## src/rtl/sysarr_data_skew_if.sv

```systemverilog
// Handshake and array-facing bus of the systolic-array data skewer.
// The skewer takes the slave side; whoever feeds it and watches its outputs takes master.
interface sysarr_data_skew_if #(
  parameter int ROWS   = 2,
  parameter int DATA_W = 8,
  parameter int CNT_W  = 8
);
  logic                     start;
  logic [CNT_W-1:0]         len;
  logic [ROWS*DATA_W-1:0]   vec_in;
  logic                     vec_valid;
  logic                     vec_ready;
  logic [ROWS*DATA_W-1:0]   datain;
  logic                     active;
  logic                     busy;
  logic                     done;

  modport master (
    output start, len, vec_in, vec_valid,
    input  vec_ready, datain, active, busy, done
  );

  modport slave (
    input  start, len, vec_in, vec_valid,
    output vec_ready, datain, active, busy, done
  );
endinterface

```

## src/rtl/sysarr_data_skew.sv

```systemverilog
// Feeds the systolic array's left edge, delaying row r by r extra cycles so that each
// row's data meets the `active` wavefront as it ripples down the left column.
module sysarr_data_skew #(
  parameter int ROWS   = 2,
  parameter int DATA_W = 8,
  parameter int CNT_W  = 8
) (
  input  logic                 clk,
  input  logic                 reset,
  sysarr_data_skew_if.slave    bus
);

  typedef enum logic [1:0] {
    IDLE  = 2'd0,
    FEED  = 2'd1,
    DRAIN = 2'd2,
    DONE  = 2'd3
  } state_e;

  localparam int DRAIN_W = $clog2(ROWS + 1);
  localparam logic [DRAIN_W-1:0] DRAIN_LAST = DRAIN_W'((ROWS > 1) ? (ROWS - 2) : 0);

  state_e               state_q, state_d;
  logic [CNT_W-1:0]     remaining_q, remaining_d;
  logic [DRAIN_W-1:0]   drainCnt_q, drainCnt_d;
  logic                 active_q;
  logic                 accept;

  assign accept = (state_q == FEED) && bus.vec_valid;

  always_ff @(posedge clk or posedge reset) begin
    if (reset) begin
      state_q     <= IDLE;
      remaining_q <= '0;
      drainCnt_q  <= '0;
      active_q    <= 1'b0;
    end else begin
      state_q     <= state_d;
      remaining_q <= remaining_d;
      drainCnt_q  <= drainCnt_d;
      active_q    <= accept;
    end
  end

  // DRAIN holds for ROWS-1 cycles so the deepest lane's last byte leaves the pipeline.
  always_comb begin
    state_d     = state_q;
    remaining_d = remaining_q;
    drainCnt_d  = drainCnt_q;
    unique case (state_q)
      IDLE: begin
        if (bus.start) begin
          if (bus.len != '0) begin
            remaining_d = bus.len;
            state_d     = FEED;
          end else begin
            state_d = DONE;
          end
        end
      end
      FEED: begin
        if (accept) begin
          remaining_d = remaining_q - CNT_W'(1);
          if (remaining_q == CNT_W'(1)) begin
            drainCnt_d = '0;
            state_d    = (ROWS > 1) ? DRAIN : DONE;
          end
        end
      end
      DRAIN: begin
        if (drainCnt_q == DRAIN_LAST) begin
          state_d = DONE;
        end else begin
          drainCnt_d = drainCnt_q + DRAIN_W'(1);
        end
      end
      DONE: begin
        state_d = IDLE;
      end
      default: begin
        state_d = IDLE;
      end
    endcase
  end

  assign bus.vec_ready = (state_q == FEED);
  assign bus.busy      = (state_q == FEED) || (state_q == DRAIN);
  assign bus.done      = (state_q == DONE);
  assign bus.active    = active_q;

  // Lane r is a (1+r)-deep shift register; idle cycles push zeros so bubbles stay row-aligned.
  for (genvar r = 0; r < ROWS; r++) begin : g_lane
    logic [DATA_W-1:0] pipe_q [r+1];

    always_ff @(posedge clk or posedge reset) begin
      if (reset) begin
        for (int s = 0; s <= r; s++) begin
          pipe_q[s] <= '0;
        end
      end else begin
        pipe_q[0] <= accept ? bus.vec_in[r*DATA_W +: DATA_W] : '0;
        for (int s = 1; s <= r; s++) begin
          pipe_q[s] <= pipe_q[s-1];
        end
      end
    end

    assign bus.datain[r*DATA_W +: DATA_W] = pipe_q[r];
  end

endmodule

```

## src/flat_wrapper.sv

```systemverilog
// flat-port wrapper written by rule: the top's interface ports become plain ports
module sysarr_data_skew_flat 
#(
  parameter int ROWS   = 2,
  parameter int DATA_W = 8,
  parameter int CNT_W  = 8
)
  (clk, reset, bus_start, bus_len, bus_vec_in, bus_vec_valid, bus_vec_ready, bus_datain, bus_active, bus_busy, bus_done);
  sysarr_data_skew_if #(.ROWS(ROWS), .DATA_W(DATA_W), .CNT_W(CNT_W)) bus_i ();
  input  logic clk;
  input  logic reset;
  input wire logic [$bits(bus_i.start)-1:0] bus_start;
  input wire logic [$bits(bus_i.len)-1:0] bus_len;
  input wire logic [$bits(bus_i.vec_in)-1:0] bus_vec_in;
  input wire logic [$bits(bus_i.vec_valid)-1:0] bus_vec_valid;
  output wire logic [$bits(bus_i.vec_ready)-1:0] bus_vec_ready;
  output wire logic [$bits(bus_i.datain)-1:0] bus_datain;
  output wire logic [$bits(bus_i.active)-1:0] bus_active;
  output wire logic [$bits(bus_i.busy)-1:0] bus_busy;
  output wire logic [$bits(bus_i.done)-1:0] bus_done;
  assign bus_i.start = bus_start;
  assign bus_i.len = bus_len;
  assign bus_i.vec_in = bus_vec_in;
  assign bus_i.vec_valid = bus_vec_valid;
  assign bus_vec_ready = bus_i.vec_ready;
  assign bus_datain = bus_i.datain;
  assign bus_active = bus_i.active;
  assign bus_busy = bus_i.busy;
  assign bus_done = bus_i.done;
  sysarr_data_skew #(.ROWS(ROWS), .DATA_W(DATA_W), .CNT_W(CNT_W)) u_core (.clk(clk), .reset(reset), .bus(bus_i));
endmodule
```

## config.mk

```make
export PLATFORM = sky130hd
export DESIGN_NAME = sysarr_data_skew_flat
export DESIGN_NICKNAME = d
export VERILOG_FILES = /design/src/rtl/sysarr_data_skew_if.sv /design/src/rtl/sysarr_data_skew.sv /design/src/flat_wrapper.sv
export SDC_FILE = /design/constraint.sdc
export NUM_CORES = 1
export LEC_CHECK = 0
export CAP_MARGIN = 30
export CORE_ASPECT_RATIO = 0.8
export CORE_MARGIN = 3
export CORE_UTILIZATION = 47
export CTS_CLUSTER_DIAMETER = 30
export DETAILED_ROUTE_END_ITERATION = 8
export PLACE_DENSITY_LB_ADDON = 0.08
export RECOVER_POWER = 100
export SLEW_MARGIN = 15
export SYNTH_ARGS = -nofsm -noshare
export SYNTH_HDL_FRONTEND = slang
export SYNTH_SLANG_ARGS = --single-unit
```

## constraint.sdc

```tcl
create_clock -name clk -period 1.84 [get_ports clk]
set_input_delay 0.368 -clock clk [delete_from_list [all_inputs] [get_ports clk]]
set_output_delay 0.368 -clock clk [all_outputs]
set_load 0.05 [all_outputs]
```

==> impl_metrics.json, run 1 <==
{
  "totalWireLength_um": 4030,
  "cp.buffers_inverters": 1,
  "worst_hold_slack_ns": 0.346,
  "yosys_warnings": 0,
  "slowest_stage": "clkdlybuf4s50_1",
  "r2r_cells": 6,
  "clk_pin_slew_ns": 0.07,
  "synth-seq-cells": 37,
  "crit_chain": "clkdlybuf4s50_1",
  "io_buffers": 47,
  "crit_type": "flop to output port",
  "crit_family": "buffers and inverters",
  "status": "completed",
  "p_leak_nw": 1.14,
  "fin_crit_sh": 0.973,
  "vias": 1368,
  "cp_num_cells": 1,
  "synth_ff_type": "dfrtp_1",
  "grt_usage": 0.205,
  "switching_share": 0.418,
  "cp-start-kind": "flop",
  "synthArstFlopShare": 1.00,
  "h-tree-depth": 2,
  "gp_congestion": 0.803,
  "first_iter_violations": 92,
  "slew_headroom": 0.399,
  "final_area_um2": 2390,
  "die_w_um": 74.4,
  "max_stage_delay_ns": 0.80,
  "rows": 19,
  "clockRootBuffer": "clkbuf_8",
  "overflow": 0,
  "clk_path_buf_depth": 2,
  "reg2reg_from": "u_core.state_q[0]",
  "hold_violations": 0,
  "cp.arrival_ns": 1.42,
  "pin_count": 48,
  "regToRegSetupSlack_ns": 0.11,
  "start_util": 0.500,
  "hpwl_um": 2770,
  "antenna_found_initial": 0,
  "p_clk_frac": 0.144,
  "post-route-drc-count": 0,
  "cts.sinks": 37,
  "die_area_um2": 4520,
  "finalNetCount": 246,
  "drtAntennaViolNets": 0,
  "hp-start": "u_core.g_lane[1].pipe_q[12]",
  "r2r-end": "u_core.remaining_q[7]",
  "drive_gt1_frac": 0.212,
  "yosysSeqAreaShare": 0.526,
  "clock_latency_ns": 0.30,
  "first_global_vias": 1435,
  "whs_path_depth": 0,
  "grt_pass1_wl_um": 6670,
  "syn_avg_cell_area_um2": 11.4,
  "synth_fp_nets": 190,
  "drv_cap": 0,
  "drv_slew": 0,
  "drt_pass1_iterations": 4,
  "worst_slew_pin_slew_ns": 0.901,
  "fmax_mhz": 559,
  "synthDistinctLibCells": 42,
  "cp_max_fo": 1,
  "holdPathEnd": "u_core.bus.datain[12]",
  "areaGrowthSynthToFinish_pct": 36.0,
  "wire_per_inst_um": 15.9,
  "fin_cells": 254,
  "p_sw_mw": 1.60,
  "dp.cells": 240,
  "die_h_um": 60.7,
  "endpoint_kind": "output port",
  "grt_start_max_net_pins": 38,
  "crit_required_ns": 1.47,
  "fin_crit_ns": 1.79,
  "internal_power_mw": 2.23,
  "ir_drop_v": 0.00168,
  "synth-edff-count": 0,
  "synth_cells": 155,
  "core_um2": 3520,
  "vias_per_cell": 5.39,
  "cts_tree": "done",
  "powerDensity_nw_per_um2": 1600,
  "seq_power_share": 0.310,
  "setup-violations-final": 0,
  "skew_ns": 0.00781,
  "power.share.combinational": 0.546,
  "numCtsBuffers": 5,
  "insertedDiodeCount": 0,
  "postCtsHoldBufs": 0,
  "dpl-instance-area_um2": 2280,
  "synth_area_um2": 1760,
  "min_path_type": "flop to flop"
}
==> kinds of logic (layout without fill, tap and decap cells) <==
family,after synthesis,in the layout,share of synthesized area
and+or+nand+nor,48,48,0.182
DFF,37,37,0.526
AOI/OAI and AO/OA,33,33,0.137
buffers and inverters,28,85,0.0938
adders and majority gates,7,7,0.0497
muxes,2,2,0.0114
==> power by group through the flow <==
stage | clock (mW) | sequential (mW) | combinational (mW)
floorplan | 0 | 1.30 | 1.28
global placement | 0 | 1.19 | 1.87
detailed placement | 0 | 1.20 | 1.93
CTS | 0.563 | 1.18 | 2.13
global route | 0.594 | 1.22 | 2.27
finish | 0.553 | 1.19 | 2.10
==> synth_stat cells, types with 2 or more instances <==
library cell  instances  share of area
dfrtp_1              37           0.53
inv_1                12          0.026
and3_1               10          0.036
buf_4                 9          0.038
nor2b_1               8          0.028
ha_1                  7          0.050
and3_2                6          0.026
o21ai_0               6          0.017
o31ai_1               6          0.026
nand2_1               5          0.011
nor3_1                5          0.014
a31oi_1               4          0.014
clkbuf_1              3         0.0064
a21boi_0              2         0.0085
a21o_1                2         0.0085
a21oi_1               2         0.0057
buf_6                 2          0.013
mux2i_1               2          0.011
nor2_1                2         0.0043
o211ai_1              2         0.0085
o32a_1                2          0.011
==> routing by layer <==
layer | track usage | vias up | routed length [µm] | share of wire
li1 | - | 648 | - | -
met1 | 0.249 | 668 | 1670 | 0.41
met2 | 0.335 | 46 | 2070 | 0.51
met3 | 0.0447 | 6 | 196 | 0.049
met4 | 0.127 | 0 | 93 | 0.023
met5 | 0 | - | 0 | 0
==> metrics by stage <==
step	power, mW	setup TNS, ns	setup slack, ns	util
after floorplan	2.58	0	0.108	-
after global placement	3.06	-0.766	-0.0952	0.648
after detailed placement	3.13	-2.32	-0.299	0.648
after CTS	3.88	0	0.0158	0.689
after global routing	4.08	-0.0178	-0.0131	0.681
final	3.84	0	0.0502	0.681
==> cells in the final DEF, fill, tap and decap left out, types with 2 or more instances in the layout <==
| cell | synthesis | routed |
|---|---|---|
| clkbuf_8 | 1 | 5 |
| buf_12 | 0 | 3 |
| ha_1 | 7 | 5 |
| clkinv_2 | 0 | 2 |
| o211ai_1 | 2 | 2 |
| nor3_1 | 5 | 5 |
| and3_1 | 10 | 10 |
| o21ai_0 | 6 | 6 |
| nor2b_1 | 8 | 8 |
| nand2_1 | 5 | 5 |
| o32a_1 | 2 | 2 |
| mux2i_1 | 2 | 2 |
| dlygate4sd3_1 | 0 | 2 |
| clkbuf_1 | 3 | 10 |
| and3_2 | 6 | 6 |
| clkdlybuf4s50_1 | 0 | 34 |
| a21oi_1 | 2 | 2 |
| clkbuf_2 | 0 | 3 |
| o31ai_1 | 6 | 5 |
| buf_4 | 9 | 12 |
| nor2_1 | 2 | 2 |
| a21o_1 | 2 | 2 |
| a21boi_0 | 2 | 2 |
| a31oi_1 | 4 | 4 |
| dfrtp_1 | 37 | 37 |
| inv_1 | 12 | 11 |
==> what timing repair did <==
item | CTS | global route
gates cloned | 1 | 0
pin swaps | 0 | 0
endpoints found under the setup margin | 1 | 11
setup buffers | 1 | 4
gates resized for setup | 5 | 7
==> how the worst max path moves through the flow <==
stage,startpoint,to,slack (ns)
6_report,u_core.bus.datain[14],bus_datain[14],0.05
3_3_place_gp,bus_len[6],u_core.remaining_q[7],-0.1
3_5_place_dp,bus_len[3],u_core.remaining_q[2],-0.30
2_1_floorplan,u_core.state_q[1],u_core.remaining_q[7],0.11
4_1_cts,u_core.bus.datain[11],bus_datain[11],0.02
5_1_grt,u_core.state_q[0],u_core.remaining_q[7],-0.01
==> sequential cells by signal, summed over array words and instances (netlist names) <==
| name | count |
|---|---|
| u_core.bus.active | 1 |
| u_core.bus.datain | 8 |
| u_core.g_lane.pipe_q | 16 |
| u_core.state_q | 2 |
| u_core.remaining_q | 8 |
| u_core.drainCnt_q | 2 |
==> layout make-up <==
class / instances / area (µm²)
timing repair buffer: 65 / 599
sequential: 37 / 926
inverter: 12 / 45.0
multi-input combinational: 90 / 689
fill: 280 / 1120
clock inverter: 2 / 10.0
clock buffer: 6 / 72.6
tap: 42 / 52.6
Power figures use the tool's default switching activity.
==> run 2: changes to the inputs <==
--- a/config.mk
+++ b/config.mk
@@ -9,7 +9,6 @@
 export CORE_ASPECT_RATIO = 0.8
 export CORE_MARGIN = 3
 export CORE_UTILIZATION = 47
-export CTS_CLUSTER_DIAMETER = 30
 export DETAILED_ROUTE_END_ITERATION = 8
 export PLACE_DENSITY_LB_ADDON = 0.08
 export RECOVER_POWER = 100
==> results of run 2 <==
Final layout, timing and power as in run 1 (identical DEF).
